===== src/rtl/dht_report_sequencer.sv =====
// dht_report_sequencer: turns a DHT11 sample into an ASCII report line fed byte by byte to a UART.
module dht_report_sequencer #(
    parameter int EOL_CR  = 1,
    parameter int HOLDOFF = 16
) (
    input  logic        clk,
    input  logic        rst,
    input  logic [39:0] data,
    input  logic        datavalid,
    input  logic        txdone,
    output logic [7:0]  txbyte,
    output logic        senddata,
    output logic        busy,
    output logic        overrun
);
    localparam logic [2:0] IDLE  = 3'd0;
    localparam logic [2:0] CHECK = 3'd1;
    localparam logic [2:0] CONV  = 3'd2;
    localparam logic [2:0] LOAD  = 3'd3;
    localparam logic [2:0] WAIT  = 3'd4;
    localparam logic [2:0] NEXT  = 3'd5;
    localparam int HW = $clog2(HOLDOFF + 2);

    logic [2:0]    state;
    logic [39:0]   work, pend;
    logic          pend_v, err, phase;
    logic [3:0]    idx, ht, hu, tt, tu, tens, last;
    logic [6:0]    val;
    logic [HW-1:0] hold;
    logic [7:0]    hold_byte, cur, sum, eol;
    logic          hold_done, last_byte;

    function automatic logic [6:0] clamp(input logic [7:0] x);
        return x > 8'd99 ? 7'd99 : x[6:0];
    endfunction

    always_comb begin
        sum = work[39:32] + work[31:24] + work[23:16] + work[15:8];
        hold_done = hold == '0;
        eol = EOL_CR != 0 ? 8'h0D : 8'h0A;
        last = err ? (EOL_CR != 0 ? 4'd4 : 4'd3) : (EOL_CR != 0 ? 4'd8 : 4'd7);
        last_byte = idx == last;
        cur = 8'h0A;
        if (err)
            case (idx)
                4'd0: cur = 8'h45;
                4'd1, 4'd2: cur = 8'h52;
                4'd3: cur = eol;
                default: cur = 8'h0A;
            endcase
        else
            case (idx)
                4'd0: cur = 8'h48;
                4'd1: cur = {4'h3, ht};
                4'd2: cur = {4'h3, hu};
                4'd3: cur = 8'h20;
                4'd4: cur = 8'h54;
                4'd5: cur = {4'h3, tt};
                4'd6: cur = {4'h3, tu};
                4'd7: cur = eol;
                default: cur = 8'h0A;
            endcase
    end

    assign senddata = state == LOAD;
    assign busy     = state != IDLE;
    assign txbyte   = senddata ? cur : hold_byte;

    always_ff @(posedge clk or posedge rst) begin
        if (rst) begin
            state     <= IDLE;
            work      <= '0;
            pend      <= '0;
            pend_v    <= 1'b0;
            err       <= 1'b0;
            phase     <= 1'b0;
            idx       <= '0;
            ht        <= '0;
            hu        <= '0;
            tt        <= '0;
            tu        <= '0;
            tens      <= '0;
            val       <= '0;
            hold      <= HW'(HOLDOFF);
            hold_byte <= '0;
            overrun   <= 1'b0;
        end else begin
            overrun <= 1'b0;
            if (!hold_done) hold <= hold - HW'(1);
            // default: any sample arriving now is parked; consuming branches below override
            if (datavalid) begin
                pend    <= data;
                pend_v  <= 1'b1;
                overrun <= pend_v;
            end
            case (state)
                IDLE: if (hold_done && (datavalid || pend_v)) begin
                    work    <= datavalid ? data : pend;
                    pend_v  <= 1'b0;
                    overrun <= datavalid && pend_v;
                    state   <= CHECK;
                end
                CHECK: begin
                    idx   <= '0;
                    err   <= sum != work[7:0];
                    val   <= clamp(work[39:32]);
                    tens  <= '0;
                    phase <= 1'b0;
                    state <= sum == work[7:0] ? CONV : LOAD;
                end
                CONV: if (val >= 7'd10) begin
                    val  <= val - 7'd10;
                    tens <= tens + 4'd1;
                end else if (!phase) begin
                    ht    <= tens;
                    hu    <= val[3:0];
                    val   <= clamp(work[23:16]);
                    tens  <= '0;
                    phase <= 1'b1;
                end else begin
                    tt    <= tens;
                    tu    <= val[3:0];
                    state <= LOAD;
                end
                LOAD: begin
                    hold_byte <= cur;
                    state     <= WAIT;
                end
                WAIT: if (txdone) state <= NEXT;
                NEXT: if (!last_byte) begin
                    idx   <= idx + 4'd1;
                    state <= LOAD;
                end else if (datavalid || pend_v) begin
                    work    <= datavalid ? data : pend;
                    pend_v  <= 1'b0;
                    overrun <= datavalid && pend_v;
                    state   <= CHECK;
                end else
                    state <= IDLE;
                default: state <= IDLE;
            endcase
        end
    end
endmodule

===== config.mk =====
export PLATFORM = sky130hd
export DESIGN_NAME = dht_report_sequencer
export DESIGN_NICKNAME = d
export VERILOG_FILES = /design/src/rtl/dht_report_sequencer.sv
export SDC_FILE = /design/constraint.sdc
export NUM_CORES = 1
export LEC_CHECK = 0
export ABC_AREA = 1
export CORE_MARGIN = 2
export CORE_UTILIZATION = 58
export CTS_CLUSTER_SIZE = 14
export DETAILED_ROUTE_END_ITERATION = 12
export PLACE_DENSITY = 0.8
export SYNTH_ARGS = -nofsm -noshare
export SYNTH_HDL_FRONTEND = slang
export SYNTH_SLANG_ARGS = --single-unit
export TNS_END_PERCENT = 1

===== constraint.sdc =====
create_clock -name clk -period 5.05 [get_ports clk]
set_clock_uncertainty 0.15 [all_clocks]
set_input_delay 0.7575 -clock clk [delete_from_list [all_inputs] [get_ports clk]]
set_output_delay 0.7575 -clock clk [all_outputs]
set_load 0.01 [all_outputs]

; After elaboration in Yosys (flattened, before gate mapping)
; Cells that the tools add are included.
[op_classes]
n_addsub = 7
order_cmp = 3
n_eq_ne = 23
n_mux = 40
bitwise = 2
reduce_logical = 18
[ops]
columns = cell, n
row1 = 2-to-1 mux 40 bit, 4
row2 = one-hot mux 40 bit (2 select lines), 1
row3 = one-hot mux 7 bit (8 select lines), 1
row4 = 2-to-1 mux 7 bit, 4
row5 = adder 8 bit, 3
row6 = one-hot mux 7 bit (3 select lines), 1
row7 = one-hot mux 3 bit (6 select lines), 1
row8 = equality test 4 x 3 -> 1 bit (second input constant), 4
row9 = > comparator 8 x 7 -> 1 bit (second input constant), 2
row10 = 2-to-1 mux 4 bit, 4
row11 = 2-to-1 mux 8 bit, 2
row12 = one-hot mux 4 bit (2 select lines), 2
row13 = inequality test 2 bit (second input constant), 7
row14 = one-hot mux 7 bit (2 select lines), 1
row15 = 2-to-1 mux 3 bit, 4
row16 = 2-to-1 mux 1 bit, 11
row17 = adder 4 x 1 -> 4 bit (second input constant), 2
row18 = equality test 4 x 2 -> 1 bit (second input constant), 2
row19 = equality test 8 bit, 1
row20 = inequality test 8 bit, 1
row21 = AND reduction 4 bit, 2
row22 = greater-or-equal comparator 7 x 4 -> 1 bit (second input constant), 1
row23 = subtractor 7 x 4 -> 7 bit (second input constant), 1
row24 = equality test 3 x 2 -> 1 bit (second input constant), 2
row25 = other kinds (19), 29
[word_totals]
reg_bits = 131
in_bits = 44
output_inout_bits = 11
elab_cells = 109

; Logic depth before layout (Yosys ltp)
[depth]
word_depth = 6
mapped_depth = 17
depth_no_buf = 17

; Worst setup path before layout
; Ideal clock, no wire load.
[synth_timing]
kind = flip-flop to flip-flop
from = reg work[9]
to = reg err
setup_ns = 0.131
arrival_ns = 2.850
t_required_ns = 4.769
setup_slack_ns = 1.919
path_stages_with_launch = 15
path_buffers = 0
period_less_slack_ns = 3.131
path_cell_list = dfrtp_1 -> fa_1 -> inv_1 -> fa_1 -> inv_1 -> ha_1 -> fa_1 -> xnor2_1 -> nand3_1 -> nor2_1 -> nand2_1 -> nor2_1 -> nand2_1 -> o21bai_1 -> o21ai_0
[synth_via]
elab_chain_cells = 2
[synth_lines]
columns = element, line
row1 = "start, declared", 25  ; logic [39:0] work, pend;
row2 = "start signal, assigned", 98  ; work <= datavalid ? data : pend;
row3 = "start signal, assigned", 134  ; work <= datavalid ? data : pend;
row4 = adder 8 bit, 38  ; sum = work[39:32] + work[31:24] + work[23:16] + work[15:8];
row5 = inequality test 8 bit, 105  ; err <= sum != work[7:0];
row6 = "end signal, assigned", 105
row7 = "end, declared", 26  ; logic pend_v, err, phase;
; Every way passes these cells.
; A chain may end at the register's enable or synchronous reset.

; Worst setup path in the final report
[layout_timing]
from = reg idx[2]
to = out txbyte[5]
[layout_via]
elab_chain_cells = 4
elab_cells_between_ends = 11
classes_between = eq/ne (7) / mux (3) / reduce/logical (1)
[layout_lines]
columns = element, line
row1 = "start, declared", 27  ; logic [3:0] idx, ht, hu, tt, tu, tens, last;
row2 = "start signal, assigned", 131  ; idx <= idx + 4'd1;
row3 = equality test 4 x 3 -> 1 bit (tied with other cells), 52  ; case (idx)
row4 = one-hot mux 7 bit (8 select lines) (*), 52
row5 = 2-to-1 mux 8 bit (*), 44  ; if (err)
row6 = 2-to-1 mux 8 bit (*), -
row7 = "end, declared", 11  ; output logic [7:0] txbyte,
; Mark *: on every way between the ends. The rest lies on a longest branch, timed or not.

==> flow_metrics.py <==
metrics = {
    "run_status": {
        "status": "complete, no violations",
    },
    "synthesis": {
        "syn_area_um2": 6530,
        "yosys.area_share.xor_xnor_pct": 1.42,
        "synthSimpleGateAreaFrac_pct": 21.5,
        "postSynthAreaPerCell_um2": 8.73,
        "ys_types": 36,
        "ys_seq_area_share_pct": 50.2,
        "synth-edff-count": 0,
        "synth_seq_cells": 131,
        "syn_nets": 820,
        "synth_area_leaders": "dfrtp_1, nand2_1, inv_1, mux2_4, o21ai_0",
        "postSynthCellCount": 748,
        "synth_top_family_by_area": "simple AND/OR/NAND/NOR gates",
        "ys.flop_type": "dfrtp_1",
        "synth_top_cell_by_area": "dfrtp_1",
        "yosys_warnings": 0,
        "synth_commonest_cells": "nand2_1, dfrtp_1, inv_1",
        "yosysMostFrequentCell": "nand2_1",
        "yosys.area.top_type_share_pct": 49.8,
        "synth_compound_area_share_pct": 8.70,
        "synth_fa_ha_area_share_pct": 6.97,
        "asyncSetResetFlopFracSynth_pct": 100,
        "muxShareOfSynthArea_pct": 4.60,
    },
    "layout": {
        "diodes": 0,
        "layout.cells.non_filler": 953,
        "nets": 875,
        "area_delta_synth_final_pct": 18.5,
        "fin_area_um2": 7740,
        "finalCoreUtilization_pct": 70.8,
        "drive_gt1_share_pct": 7.63,
    },
    "clock_tree": {
        "postCtsHoldBufs": 0,
        "cts.repair.resized": 0,
        "cts_made_buffers": 17,
        "cts_tree": "done",
        "post_cts_buffers": 0,
        "cts-root-buf": "clkbuf_16",
        "clkTransAtPathRegs_ns": 0.05,
        "clockBufferDepth": 2,
        "clock-sinks": 131,
        "htree_levels": 4,
        "clock_latency_ns": 0.42,
    },
    "place": {
        "placement.io_buffers": 54,
        "hpwl_um": 10200,
        "placed_area_um2": 7180,
        "gp_congestion": 0.957,
        "dp.cells": 924,
    },
    "setup_path": {
        "rr_worst_depth": 14,
        "arrival_ns": 2.95,
        "r2r_start": "work[9]$_DFFE_PP0P_",
        "worst-path-max-fanout": 12,
        "crit_chain": "nor2_1 -> nand2_1 -> nand2_1 -> inv_1 -> a21oi_1 -> nand2_1 -> a21oi_1 -> a21o_1 -> clkdlybuf4s50_1",
        "cpPeakStageDelay_ns": 0.56,
        "crit_top_cell": "nand2_1",
        "crit_type": "reg -> out",
        "cpMaxStageDelayCell": "nor2_1",
        "cp-endpoint": "txbyte[5]",
        "worstReg2RegEnd": "err$_DFFE_PP0P_",
        "cp-start-kind": "flip-flop",
        "crit_start": "idx[2]$_DFFE_PP0P_",
        "crit_required_ns": 4.14,
        "cp-end-kind": "primary output",
        "reg2reg_slack_ns": 1.61,
    },
    "drt": {
        "vias_per_cell": 5.44,
        "dr.pass1.iters": 5,
        "drt_iter0_markers": 473,
        "vias": 5189,
        "wl_per_cell_um": 15.4,
        "drc": 0,
        "route.antenna.remaining_nets": 0,
        "drt_wl_total_um": 14600,
    },
    "timing": {
        "post-route-period-util_pct": 76.4,
        "hold_viol_final": 0,
        "setup_viol": 0,
        "finalCriticalPeriod_ns": 3.86,
        "fin_tns_setup_ns": 0,
        "slew_viol_final": 0,
        "tightest_slew_ns": 1.18,
        "rsz0062_at_grt": "no",
        "slew_headroom_pct": 21.5,
        "max_freq_mhz": 259,
    },
    "global_routing": {
        "grt_pass1_wl_um": 24400,
        "grt.total_usage_pct": 26.6,
        "gr-total-overflow": 0,
        "grt_max_degree": 70,
        "grt_pass1_vias": 5215,
        "antenna_found_initial": 0,
    },
    "die": {
        "dieArea_um2": 12100,
        "die_height_um": 110,
        "ios": 55,
        "core_um2": 10900,
        "start_util_pct": 59.7,
        "rows": 38,
        "die_w_um": 110,
    },
    "power": {
        "power_mw": 5.96,
        "ir_worst_vdd_mv": 0.443,
        "leakagePower_nw": 3.93,
        "powerDensity_nw_per_um2": 770,
    },
    "flow_run": {
        "maxCapViolCount": 0,
    },
    "worst_hold_path": {
        "hold_path.class": "reg -> reg",
    },
}
[where the power goes]
group	switching, mW	internal, mW
logic	1.83	1.32
registers	0.261	1.37
clock network	0.420	0.752
total	2.51	3.44
[placed cells by master, fill, tap and decap left out, types with 4 or more instances in the layout]
cell type and n:
nand2_1 253, dfrtp_1 130, inv_1 84, o21ai_0 58, clkdlybuf4s50_1 54, nor2_1 40, nand3_1 38, a21oi_1 25
mux2_4 20, clkbuf_16 17, fa_1 14, ha_1 14, nand4_1 7, o22ai_1 4, xnor2_1 4, a31oi_1 4
xor2_1 4, clkinv_2 4
[state kept, by name, summed over array words and instances (netlist names)]
signal / count
pend: 40
work: 40
hold_byte: 8
val: 7
hold: 5
ht: 4
hu: 4
idx: 4
tens: 4
tt: 4
tu: 4
state: 3
err: 1
overrun: 1
pend_v: 1
phase: 1
[layer usage]
metal  track usage (%)  routed length (um)  up-vias
li1                  -                   -     2493
met1              33.4                6150     2457
met2              44.1                7180      204
met3              6.41                 923       35
met4              11.4                 391        0
met5                 0                   0        -
[per-stage QoR]
stage	setup WS, ns	hold WS (ns)
2_1_floorplan	0.646	0.288
5_1_grt	0.941	0.333
4_1_cts	1.19	0.318
3_5_place_dp	1.62	0.311
6_report	1.19	0.320
3_3_place_gp	1.76	0.304
[logic make-up after synthesis]
group,count (synthesis)
buffers and inverters,109
adders and majority gates,28
AOI/OAI and AO/OA,103
muxes,20
DFF,131
and+or+nand+nor,348
xor gates and xnor gates,9
[worst min path at each step]
stage / start / endpoint / depth (start not counted)
6_report: hold[0]$_DFFE_PP0P_ / hold[0]$_DFFE_PP0P_ / 1
5_1_grt: pend[34]$_DFF_PP0_ / pend[34]$_DFF_PP0_ / 2
4_1_cts: hold[0]$_DFFE_PP0P_ / hold[0]$_DFFE_PP0P_ / 1
3_5_place_dp: pend[12]$_DFF_PP0_ / pend[12]$_DFF_PP0_ / 2
3_3_place_gp: hold[0]$_DFFE_PP0P_ / hold[0]$_DFFE_PP0P_ / 1
2_1_floorplan: pend[10]$_DFF_PP0_ / pend[10]$_DFF_PP0_ / 2
[layout make-up]
class                      instances  area [um2]
timing repair buffer              57         576
multi-input combinational        508        2820
fill                             828        3200
inverter                          88         333
sequential                       131        3280
clock buffer                      23         478
clock inverter                     6        80.1
tap                              140         175
[worst max-delay path, delay by kind of cell, from the launching register on]
kind                   cells  cell delay (ns)
AO/OA/AOI/OAI              3             0.53
buffers and inverters      2             0.59
flip-flops                 1             0.43
AND/OR/NAND/NOR            4             0.98
Note: power is estimated with default switching activity, not from simulation.
==> patch 1: new RTL, same flow settings <==
Make the reset (`rst`) synchronous in one clocked block.
--- a/src/rtl/dht_report_sequencer.sv
+++ b/src/rtl/dht_report_sequencer.sv
@@ -67,5 +67,5 @@
     assign txbyte   = senddata ? cur : hold_byte;
 
-    always_ff @(posedge clk or posedge rst) begin
+    always_ff @(posedge clk) begin
         if (rst) begin
             state     <= IDLE;
Formal check against the unedited RTL: differs if rst is asserted again (counterexample within 4 cycles, from zero or initial values and one cycle with rst high); with rst held inactive, the same outputs for 10 cycles.
==> patch 1 against the unedited design <==
Worst setup slack improved by 320 ps; count of clock-buffer cells in the layout unchanged; first-iteration DRC count shrank 32%; sequential cell count stayed put; routed wire length down 3.1%; fmax is 9.1% higher; cell area shrank 3.8%; synthesized area fell by 3.6%; non-clock buffer count is 1 higher; die area is 3.5% lower; largest cell class is now multi-input gates.
Power is not compared: it rests on default switching activity, and its combinational part moved more than twofold at a synthesized area within 25%.
==> patch 1: results (changes against the unedited design) <==
<table>
<tr><th>Metric</th><th>Value</th></tr>
<tr><th colspan="2">Logic synthesis</th></tr>
<tr><td>Leading post-synthesis cells by cell area</td><td>sky130_fd_sc_hd__dfxtp_1 42%, sky130_fd_sc_hd__nand2_1 7.9%, sky130_fd_sc_hd__a21oi_1 6.9%</td></tr>
<tr><td>Area share of xor/xnor cells in the synthesized design</td><td>1.33% (-0.086 points)</td></tr>
<tr><td>Complex-gate fraction of the synthesized area</td><td>15.6% (+6.9 points)</td></tr>
<tr><td>Fraction of synthesis flops using an asynchronous set or reset pin</td><td>0% (-100 points)</td></tr>
<tr><td>Adder and majority cell fraction of the synthesized area</td><td>7.23% (+0.26 points)</td></tr>
<tr><td>Ys flop type</td><td>sky130_fd_sc_hd__dfxtp_1</td></tr>
<tr><td>Post-synthesis net count</td><td>891 (+8.7%)</td></tr>
<tr><td>Post-Syn Area per Cell</td><td>7.69 µm² (-12%)</td></tr>
<tr><th colspan="2">Global routing</th></tr>
<tr><td>Met3 GRT Util</td><td>6.39% (-0.019 points)</td></tr>
<tr><td>Largest net degree at the start of global routing</td><td>81 (+16%)</td></tr>
<tr><td>Met1 Use GR</td><td>33.0% (-0.45 points)</td></tr>
<tr><td>Global-route total usage across every layer</td><td>26.2% (-0.40 points)</td></tr>
<tr><th colspan="2">Worst setup path</th></tr>
<tr><td>Launch point of the worst reg-to-reg path</td><td>work[9]</td></tr>
<tr><td>Worst r2r dst</td><td>state[0]</td></tr>
<tr><td>Cell type group with the largest total delay on the critical path</td><td>buffers and inverters</td></tr>
<tr><td>Cell with the largest stage delay on the worst path</td><td>sky130_fd_sc_hd__clkdlybuf4s50_1</td></tr>
<tr><th colspan="2">Worst hold path</th></tr>
<tr><td>Count of cells along the worst hold path</td><td>2 (+1)</td></tr>
<tr><td>HP Start</td><td>hold_byte[7]</td></tr>
<tr><td>Endpoint of the worst hold path</td><td>hold_byte[7]</td></tr>
<tr><th colspan="2">Finish</th></tr>
<tr><td>Layout fillers</td><td>859 (+3.7%)</td></tr>
<tr><td>Fraction of layout instances using a drive strength above 1</td><td>8.20% (+0.57 points)</td></tr>
<tr><th colspan="2">Clock tree</th></tr>
<tr><td>Clk Tree Root Cell</td><td>sky130_fd_sc_hd__clkbuf_8</td></tr>
<tr><td>Latest clock arrival within the worst-skew pair</td><td>530 ps (+110 ps)</td></tr>
<tr><th colspan="2">Route</th></tr>
<tr><td>Met1 wire length</td><td>6390 µm (+3.9%)</td></tr>
<tr><td>Met3 routed wirelength</td><td>666 µm (-28%)</td></tr>
<tr><td>Average wire length per cell after detail routing</td><td>13.9 µm (-9.3%)</td></tr>
<tr><td>Vias post-DR</td><td>5,474 (+5.5%)</td></tr>
<tr><th colspan="2">STA</th></tr>
<tr><td>Hold Slack</td><td>295 ps (-25.4 ps)</td></tr>
<tr><td>Slew @ Worst Pin</td><td>717 ps (-459 ps)</td></tr>
<tr><th colspan="2">Status</th></tr>
<tr><td>Status</td><td>completed</td></tr>
</table>
==> patch 1: cell families (layout without fill, tap and decap cells) <==
kind of cell               after synthesis  in the layout
and+or+nand+nor                        309            309
AOI/OAI and AO/OA                      185            185
buffers and inverters                  138            197
DFF                                    131            131
adders and majority gates               28             28
muxes                                   20             20
xor gates and xnor gates                 8              8
==> patch 1: how the worst max path moves through the flow <==
stage / start / end
CTS: idx[1] / txbyte[0]
finish: idx[0] / txbyte[0]
global placement: work[9] / state[0]
global route: idx[1] / txbyte[0]
floorplan: work[9] / state[0]
detailed placement: work[9] / state[0]
==> patch 1: area by class of cell <==
| cell class | instances | share of cell area, % |
|---|---|---|
| sequential | 131 | 35.2 |
| clock buffer | 23 | 6.27 |
| multi-input combinational | 550 | 41.8 |
| inverter | 107 | 5.39 |
| tap | 140 | 2.35 |
| clock inverter | 9 | 1.39 |
| timing repair buffer | 58 | 7.53 |
==> patch 2: new RTL, config.mk and constraints unchanged <==
Made on the original files. The parameter `HOLDOFF` goes from 16 to 32.
--- a/src/rtl/dht_report_sequencer.sv
+++ b/src/rtl/dht_report_sequencer.sv
@@ -2,5 +2,5 @@
 module dht_report_sequencer #(
     parameter int EOL_CR  = 1,
-    parameter int HOLDOFF = 16
+    parameter int HOLDOFF = 32
 ) (
     input  logic        clk,
Function: no difference found for any inputs over 10 cycles, from zero or initial values and one cycle with rst high; that may be too few to reach the edited logic, so the function may still have changed.
==> patch 2 against the unedited design <==
Sequential cell count increased by 1; combinational power decreased by 9.2%; cell count increased by 6.3%; worst setup slack improved by 130 ps; synthesized cell count increased by 7.6%; synthesized area about the same; register-to-register slack improved by 200 ps; power decreased by 5.2%; die area about the same; routed wire length decreased by 2.5%; count of clock-buffer cells in the layout decreased by 1; cell area unchanged; critical endpoint is now txbyte[0]; largest cell class unchanged; largest power group unchanged; highest routed layer unchanged.
==> patch 2: results (changes against the unedited design) <==
<table>
<tr><th>Metric</th><th>Value</th></tr>
<tr><th colspan="2">Status</th></tr>
<tr><td>Status</td><td>completed</td></tr>
<tr><th colspan="2">Worst setup path</th></tr>
<tr><td>Data arrival time of the critical path</td><td>2830 ps (-120 ps)</td></tr>
<tr><td>Worst R2R Path Depth</td><td>16 (+2)</td></tr>
<tr><td>Cell with the largest stage delay on the worst path</td><td>sky130_fd_sc_hd__clkdlybuf4s50_1</td></tr>
<tr><th colspan="2">Route</th></tr>
<tr><td>Average wire length per cell after detail routing</td><td>14.1 µm (-8.3%)</td></tr>
<tr><td>Vias post-DR</td><td>5,393 (+3.9%)</td></tr>
<tr><th colspan="2">Logic synthesis</th></tr>
<tr><td>Post-synthesis net count</td><td>877 (+7.0%)</td></tr>
<tr><td>Portion of the post-synthesis area used by sequential elements</td><td>50.6% (+0.42 points)</td></tr>
<tr><td>Leading post-synthesis cells by cell area</td><td>sky130_fd_sc_hd__dfrtp_1 50%, sky130_fd_sc_hd__nand2_1 17%, sky130_fd_sc_hd__inv_1 6.7%</td></tr>
<tr><th colspan="2">STA</th></tr>
<tr><td>Slew @ Worst Pin</td><td>1170 ps (-8.06 ps)</td></tr>
<tr><th colspan="2">Finish</th></tr>
<tr><td>Fraction of layout instances using a drive strength above 1</td><td>4.47% (-3.2 points)</td></tr>
<tr><th colspan="2">Worst hold path</th></tr>
<tr><td>Count of cells along the worst hold path</td><td>2 (+1)</td></tr>
<tr><th colspan="2">Place</th></tr>
<tr><td>Cell area reported after detailed placement</td><td>7170 µm² (-0.12%)</td></tr>
<tr><td>Routability congestion estimate from global placement</td><td>0.895 (-6.6%)</td></tr>
<tr><td>Detailed Place HPWL</td><td>9940 µm (-2.4%)</td></tr>
<tr><th colspan="2">Global routing</th></tr>
<tr><td>Global-route wire length before repair</td><td>24,700 µm (+1.3%)</td></tr>
<tr><td>Via count of the first global-routing pass</td><td>5,451 (+4.5%)</td></tr>
<tr><td>Global-route total usage across every layer</td><td>26.5% (-0.053 points)</td></tr>
<tr><td>Largest net degree at the start of global routing</td><td>81 (+16%)</td></tr>
<tr><th colspan="2">Clock tree</th></tr>
<tr><td>Latest clock arrival within the worst-skew pair</td><td>530 ps (+110 ps)</td></tr>
<tr><td>Clk Tree Root Cell</td><td>sky130_fd_sc_hd__clkbuf_8</td></tr>
<tr><th colspan="2">Power and ir drop</th></tr>
<tr><td>Peak supply drop</td><td>0.613 mV (+38%)</td></tr>
<tr><td>Total net switching power</td><td>2.44 mW (-3.0%)</td></tr>
<tr><td>Leakage power summed over all cells</td><td>3.98 nW (+1.3%)</td></tr>
<tr><td>Combinational group power</td><td>2.86 mW (-9.2%)</td></tr>
</table>
-- patch 2: cell count changes in the layout (fill, tap and decap cells not counted), sizes merged, moves of 3 or more --
cell,unedited run,this run
nand2,254,294
inv,88,116
nand3,40,37
mux2,20,0
nor2,42,35
o21ai,59,82
-- patch 2: worst max-delay path, delay by kind of cell (launching register included) --
kind	cells	cell delay, ps
AND/OR/NAND/NOR	5	1080
buffers and inverters	1	590
flip-flops	1	410
AO/OA/AOI/OAI	1	220
-- patch 2: per-stage QoR --
step                      hold WS (ps)  std cells  setup slack, ps  total power, mW
after floorplan                    288        805              618             3.76
after detailed placement           308        982             1810             4.44
after global routing               333       1013             1110             6.23
after global placement             304        982             1850             4.30
final                              322       1013             1320             5.65
after CTS                          322       1013             1320             5.66
-- patch 2: layer usage --
layer | up-vias | share of wire [%] | global-route usage, %
met1 | 2528 | 43 | 32.7
met3 | 35 | 5.3 | 5.88
li1 | 2646 | - | -
met5 | - | 0 | 0
met2 | 184 | 49 | 45.4
met4 | 0 | 2.3 | 10.7
-- patch 2: path summary, 6_finish.rpt --
check                          from         to  slack [ps]
max in group asynchronous       rst   pend[38]        3140
min in group asynchronous       rst    hold[1]         660
hold / removal             pend[19]   pend[19]         320
hold reg to reg            pend[19]   pend[19]         320
setup reg to reg            work[9]        err        1810
setup / recovery             idx[2]  txbyte[0]        1320
-- patch 2: cell type report --
class	count	area, µm²
clock inverters	9	104
flip-flops and latches	132	3300
clock buffers	22	463
fillers	836	3150
well taps	140	175
multi-input cells	535	2680
repair buffers	58	571
inverters	117	442
-- patch 2: logic make-up after synthesis --
kind of cell    after synthesis  synth area share [%]
simple gates                377                  23.0
xor+xnor                      5                 0.671
buf+inv                     138                  8.30
flops                       132                  50.6
compound gates              125                  10.4
fa+ha+maj                    28                  6.98
